[config.mk]
export PLATFORM = sky130hd
export DESIGN_NAME = cnn_result_writer
export DESIGN_NICKNAME = d
export VERILOG_FILES = /design/src/rtl/cnn_result_writer.sv
export SDC_FILE = /design/constraint.sdc
export NUM_CORES = 1
export LEC_CHECK = 0
export CORE_MARGIN = 4
export CORE_UTILIZATION = 48
export DETAILED_ROUTE_END_ITERATION = 10
export PLACE_DENSITY = 0.79
export SYNTH_ARGS = -nofsm -noshare
export SYNTH_HDL_FRONTEND = slang
export SYNTH_SLANG_ARGS = --single-unit
[constraint.sdc]
create_clock -name clk_i -period 2.49 [get_ports clk_i]
set_clock_uncertainty 0.15 [all_clocks]
set_input_delay 0.498 -clock clk_i [delete_from_list [all_inputs] [get_ports clk_i]]
set_output_delay 0.498 -clock clk_i [all_outputs]
set_load 0.02 [all_outputs]
[src/rtl/cnn_result_writer.sv]
// cnn_result_writer: output feature-map write-address generator with a 1-cycle registered write port.
// Optional CNN_RESULT_WRITER_RELU_EN clamps negative results to zero in the write-data register.
module cnn_result_writer #(
    parameter int OUT_W_P  = 3,
    parameter int OUT_H_P  = 2,
    parameter int CH_P     = 2,
    parameter int DATA_W_P = 16,
    parameter int ADDR_W_P = 8
) (
    input  logic                         clk_i,
    input  logic                         reset_n_i,
    input  logic                         start_i,
    input  logic [ADDR_W_P-1:0]          base_addr_i,
    input  logic                         valid_i,
    input  logic [DATA_W_P-1:0]          data_i,
    output logic                         ready_o,
    output logic                         we_o,
    output logic [ADDR_W_P-1:0]          waddr_o,
    output logic [DATA_W_P-1:0]          wdata_o,
    output logic [$clog2(OUT_W_P):0]     col_o,
    output logic [$clog2(OUT_H_P):0]     row_o,
    output logic [$clog2(CH_P):0]        ch_o,
    output logic                         busy_o,
    output logic                         done_o
);
    localparam int CW = $clog2(OUT_W_P) + 1;
    localparam int RW = $clog2(OUT_H_P) + 1;
    localparam int HW = $clog2(CH_P) + 1;
    localparam logic [CW-1:0] COL_MAX = CW'(OUT_W_P - 1);
    localparam logic [RW-1:0] ROW_MAX = RW'(OUT_H_P - 1);
    localparam logic [HW-1:0] CH_MAX  = HW'(CH_P - 1);

    typedef enum logic {IDLE, RUN} state_t;

    state_t                state_q, state_d;
    logic [CW-1:0]         col_q;
    logic [RW-1:0]         row_q;
    logic [HW-1:0]         ch_q;
    logic [ADDR_W_P-1:0]   base_q, off_q, waddr_q;
    logic [DATA_W_P-1:0]   wdata_q, wdata_d;
    logic                  we_q, done_q;
    logic                  accept, col_end, row_end, ch_end, last;

    assign accept  = valid_i & (state_q == RUN);
    assign col_end = col_q == COL_MAX;
    assign row_end = row_q == ROW_MAX;
    assign ch_end  = ch_q == CH_MAX;
    assign last    = col_end & row_end & ch_end;

`ifdef CNN_RESULT_WRITER_RELU_EN
    assign wdata_d = data_i[DATA_W_P-1] ? '0 : data_i;
`else
    assign wdata_d = data_i;
`endif

    always_comb begin
        state_d = state_q;
        if (state_q == IDLE && start_i)
            state_d = RUN;
        else if (accept && last)
            state_d = IDLE;
    end

    always_ff @(posedge clk_i or negedge reset_n_i) begin
        if (!reset_n_i) begin
            state_q <= IDLE;
            col_q   <= '0;
            row_q   <= '0;
            ch_q    <= '0;
            base_q  <= '0;
            off_q   <= '0;
            waddr_q <= '0;
            wdata_q <= '0;
            we_q    <= 1'b0;
            done_q  <= 1'b0;
        end else begin
            state_q <= state_d;
            we_q    <= accept;
            done_q  <= accept & last;
            if (accept) begin
                // address is base + running offset; wraps naturally at ADDR_W_P bits
                waddr_q <= base_q + off_q;
                wdata_q <= wdata_d;
                off_q   <= off_q + ADDR_W_P'(1);
                col_q   <= col_end ? '0 : col_q + CW'(1);
                row_q   <= col_end ? (row_end ? '0 : row_q + RW'(1)) : row_q;
                ch_q    <= (col_end & row_end) ? (ch_end ? '0 : ch_q + HW'(1)) : ch_q;
            end else if (state_q == IDLE && start_i) begin
                base_q <= base_addr_i;
                off_q  <= '0;
                col_q  <= '0;
                row_q  <= '0;
                ch_q   <= '0;
            end
        end
    end

    assign ready_o = state_q == RUN;
    assign we_o    = we_q;
    assign waddr_o = waddr_q;
    assign wdata_o = wdata_q;
    assign col_o   = col_q;
    assign row_o   = row_q;
    assign ch_o    = ch_q;
    assign busy_o  = (state_q == RUN) | we_q;
    assign done_o  = done_q;
endmodule
==> results, run 1 <==
- The synthesis-to-finish area growth is 35.23%.
- The yosys synthesis warning count is 0.
- The number of synthesized flops with an enable pin is 0.
- In the final layout, the multi-input gates occupy 0.001015 mm2.
- The synthesized netlist occupies a cell area of approximately 0.0023 mm2.
- The critical path required time is approximately 1.8 ns.
- The slowest stage of the critical path is the sky130_fd_sc_hd__clkdlybuf4s50_1 cell.
- The min-delay analysis places its worst path in the category in -> async.
- The core outline area is roughly 0.0047 mm2.
- The number of buffers and inverters on the critical path is 1.
- The startpoint-to-endpoint class of the critical path is reg -> out.
- After layout, the design draws a total of 3.098 mW.
- The final routed wirelength across all metal layers is about 5 mm.
- Global routing used ~18% of the available tracks.
- The filler-free cell count of the finished design is 382.
- The number of distinct library cells after synthesis is 42.
- Subtracting the final worst setup slack from the clock period gives about 2.3 ns.
- Hold is met by around 0.052 ns.
- The worst setup path is captured at an output pin.
- For this run, the slowest stage of the critical path takes between 0.5 and 0.6 ns.
- The number of levels in the clock H-tree is 2.
- Data arrives at the worst endpoint at 1.62 ns.
- The wire length of the first global-routing pass is between 8 and 9 mm.
- The most common library cell in the layout ignoring fill and taps is sky130_fd_sc_hd__nand2_1.
- After clock tree synthesis, the repair step resized 0 gates.
- The analysis attributes to cell leakage a power of ~1.5 nW.
- The sequential element share of the synthesized area is about 54%.
- The number of optimization iterations in the first detailed-route pass is 4.
- The slack of the critical path is 0.2185 ns.
- The clock tree from TritonCTS is built.
- Synthesis produced a netlist whose cell count is approximately 250.
- During I/O placement, the number of pins put on the boundary was 63.
- The clock drives 50 sinks.
- The largest net degree at the start of global routing is 30.
- The family of cells with the greatest summed delay on the critical path is buffers and inverters.
- The initial utilization of the core area, before any placement, comes to 49.40%.
- The number of failing setup endpoints in the final timing report is 0.
- After synthesis the netlist holds a flip-flop and latch count of 50.
- The clock reaches the later pin of the worst-skew pair after roughly 0.3 ns.
- Prior to clock tree synthesis, the placed netlist has a worst setup slack of between 0.3 and 0.4 ns.
- The number of hold-repair buffers added at the cts stage is 0.
- The number of clock buffers inserted by TritonCTS is 5.
- The number of vias per cell is roughly 5.0.
- The routability congestion estimate is ~0.9.
- The worst-path maximum fanout is 7.
- The vertical extent of the die is around 78 um.
- After routing the design area is approximately 0.0032 mm2.
- The number of rows created at floorplan is 25.
- The die is around 78 um wide.
- In the layout the commonest cells are sky130_fd_sc_hd__nand2_1 (87), sky130_fd_sc_hd__clkdlybuf4s50_1 (61), sky130_fd_sc_hd__dfrtp_1 (50), sky130_fd_sc_hd__o21ai_0 (17), sky130_fd_sc_hd__nor2_1 (9).
- The slew at the pin closest to its max-slew limit is 0.6482 ns.
- Across the VDD grid, the largest voltage drop is 0.5586 mV.
- The number of slew-limit violations in the final report is 0.
- The half-perimeter wire length of the detailed placement result is approximately 3.9 mm.
- Once layout is complete, the utilization of the core stands at about two thirds.
- The layout has between 300 and 400 filler cells.
- The final cycle utilization of the critical path is between 90% and 100%.
- The number of placed instances, taps included, is ~370.
- The sum of overflow across all layers after global routing is 0.
- The via count is approximately 1.9k.
- Power spread over the standard cell area amounts to between 900 and 1000 mW/mm2.
- The flow ran to the end, and the final reports show no timing, DRC or antenna violations.
- The floorplan step defined a die boundary enclosing between 0.006 and 0.007 mm2.
- The initial antenna violation count is 0.
- The ratio of cells with drive above 1 in the final layout is under 10%.
- The via count of the first global-routing pass is about 1.9k.
- The post-CTS setup buffer count is 0.
- In this run, the number of DRC markers left after iteration 0 of detailed routing was just under 100.
- The clock passes through at most 2 buffers.
- The average instance in the mapped netlist occupies 9.371 um2.
- In this run the cell area measured after placement is around 0.0030 mm2.
- The share of async-settable or async-resettable flops after synthesis is 100.0%.
- After detailed routing, the number of remaining DRC violations is 0.
- After the last flow step, the layout net total stands at about 350.
- The average detailed-routed wire length per instance is between 10 and 15 um.
- The number of maximum-capacitance constraint violations is 0.
- In this run the tool buffered the top-level ports with 62 buffer cells.
- In this run the tightest slew margin relative to its limit is roughly 57%.
- The most frequently used flop master after synthesis is sky130_fd_sc_hd__dfrtp_1.
- The setup TNS is 0 ns.
- Across the whole layout, storage elements account for 0.001251 mm2.
- The number of nets in the synthesized netlist is roughly 290.
- The worst setup path is launched from a flop.
- The final number of hold-violating endpoints is 0.
- The number of antenna diodes in the final layout is 0.
- The tree is rooted in a sky130_fd_sc_hd__clkbuf_8.
- Setup repair after global routing left no endpoint under its margin.
- The detail route stage leaves a number of antenna-violating nets equal to 0.
- Traced cell by cell, the critical path runs through or2_2 -> clkdlybuf4s50_1.
- The achievable frequency is roughly 0.44 GHz.
- The clock-pin slew reported for the worst setup and hold paths after clock tree synthesis is 0.10 ns.
==> metal layers <==
metal,track usage [%],share of wire [%],vias to the layer above
met3,3.828,6.0,6
met4,8.363,1.2,0
li1,-,-,967
met2,29.11,48,52
met1,23.08,45,893
met5,0,0,-
==> registers in the layout, summed over array words and instances (netlist names) <==
signal,cells
ready_o,1
off_q,8
base_q,8
we_o,1
row_o,2
col_o,3
done_o,1
ch_o,2
wdata_o,16
waddr_o,8
==> power by group <==
| part | internal [mW] | switching (mW) | leakage, nW | total (mW) |
|---|---|---|---|---|
| logic | 0.616 | 0.661 | 0.803 | 1.28 |
| registers | 1.05 | 0.208 | 0.623 | 1.26 |
| clock network | 0.300 | 0.262 | 0.0514 | 0.561 |
==> synthesized netlist by cell type (4+ instances only) <==
| library cell | instances | area share (%) |
|---|---|---|
| sky130_fd_sc_hd__nand2_1 | 87 | 14 |
| sky130_fd_sc_hd__dfrtp_1 | 50 | 54 |
| sky130_fd_sc_hd__o21ai_0 | 17 | 3.6 |
| sky130_fd_sc_hd__nor2_1 | 9 | 1.4 |
| sky130_fd_sc_hd__ha_1 | 8 | 4.3 |
| sky130_fd_sc_hd__nand3_1 | 8 | 1.7 |
| sky130_fd_sc_hd__buf_2 | 6 | 1.3 |
| sky130_fd_sc_hd__inv_1 | 6 | 0.97 |
| sky130_fd_sc_hd__a211oi_1 | 4 | 1.3 |
| sky130_fd_sc_hd__a21oi_1 | 4 | 0.86 |
| sky130_fd_sc_hd__nand2b_1 | 4 | 1.1 |
==> worst paths after layout <==
path                       startpoint    endpoint  slack (ns)  depth (start not counted)
setup / recovery              ready_o      busy_o        0.22                          2
hold reg to reg            wdata_o[4]  wdata_o[4]        0.33                          2
setup reg to reg             off_q[0]  waddr_o[6]        0.39                          7
hold / removal              reset_n_i  wdata_o[6]        0.05                          1
max in group asynchronous   reset_n_i  waddr_o[6]        1.48                          2
min in group clk_i         wdata_o[4]  wdata_o[4]        0.33                          2
==> cells by family (layout without fill, tap and decap cells) <==
kind of cell	Yosys count	in the layout	synth area share, %
XOR/XNOR	2	2	0.7508
multiplexers	3	3	1.287
flip-flops	50	50	53.62
AO/OA/AOI/OAI	38	38	10.40
AND/OR/NAND/NOR	131	131	25.90
adder cells (fa/ha/maj)	9	9	5.148
buffers and inverters	16	82	2.895
==> area by class of cell <==
class,count,share of cell area [%]
well taps,67,2.657
inverters,6,0.7137
multi-input cells,183,32.16
flip-flops and latches,50,39.65
clock inverters,2,1.190
repair buffers,68,21.33
clock buffers,6,2.300
(Power assumes the default switching activity.)
==> inputs of run 2 (changes only) <==
--- a/config.mk
+++ b/config.mk
@@ -5,10 +5,12 @@
 export SDC_FILE = /design/constraint.sdc
 export NUM_CORES = 1
 export LEC_CHECK = 0
+export CAP_MARGIN = 20
 export CORE_MARGIN = 4
 export CORE_UTILIZATION = 48
 export DETAILED_ROUTE_END_ITERATION = 10
 export PLACE_DENSITY = 0.79
+export SKIP_CTS_REPAIR_TIMING = 1
 export SYNTH_ARGS = -nofsm -noshare
 export SYNTH_HDL_FRONTEND = slang
 export SYNTH_SLANG_ARGS = --single-unit
==> constraint.sdc (replaced) <==
create_clock -name clk_i -period 2.49 [get_ports clk_i]
set_clock_uncertainty 0.15 [all_clocks]
set_input_delay 0.498 -clock clk_i [delete_from_list [all_inputs] [get_ports clk_i]]
set_output_delay 0.498 -clock clk_i [all_outputs]
set_load 0.01 [all_outputs]
==> results of run 2 <==
Same layout as run 1 (identical final DEF). Status: finished clean.
Main changes from that run: setup slack after layout 0.2185 ns -> 0.2781 ns; total power 3.098 mW -> 2.989 mW; worst IR drop on VDD 0.5586 mV -> 0.5562 mV
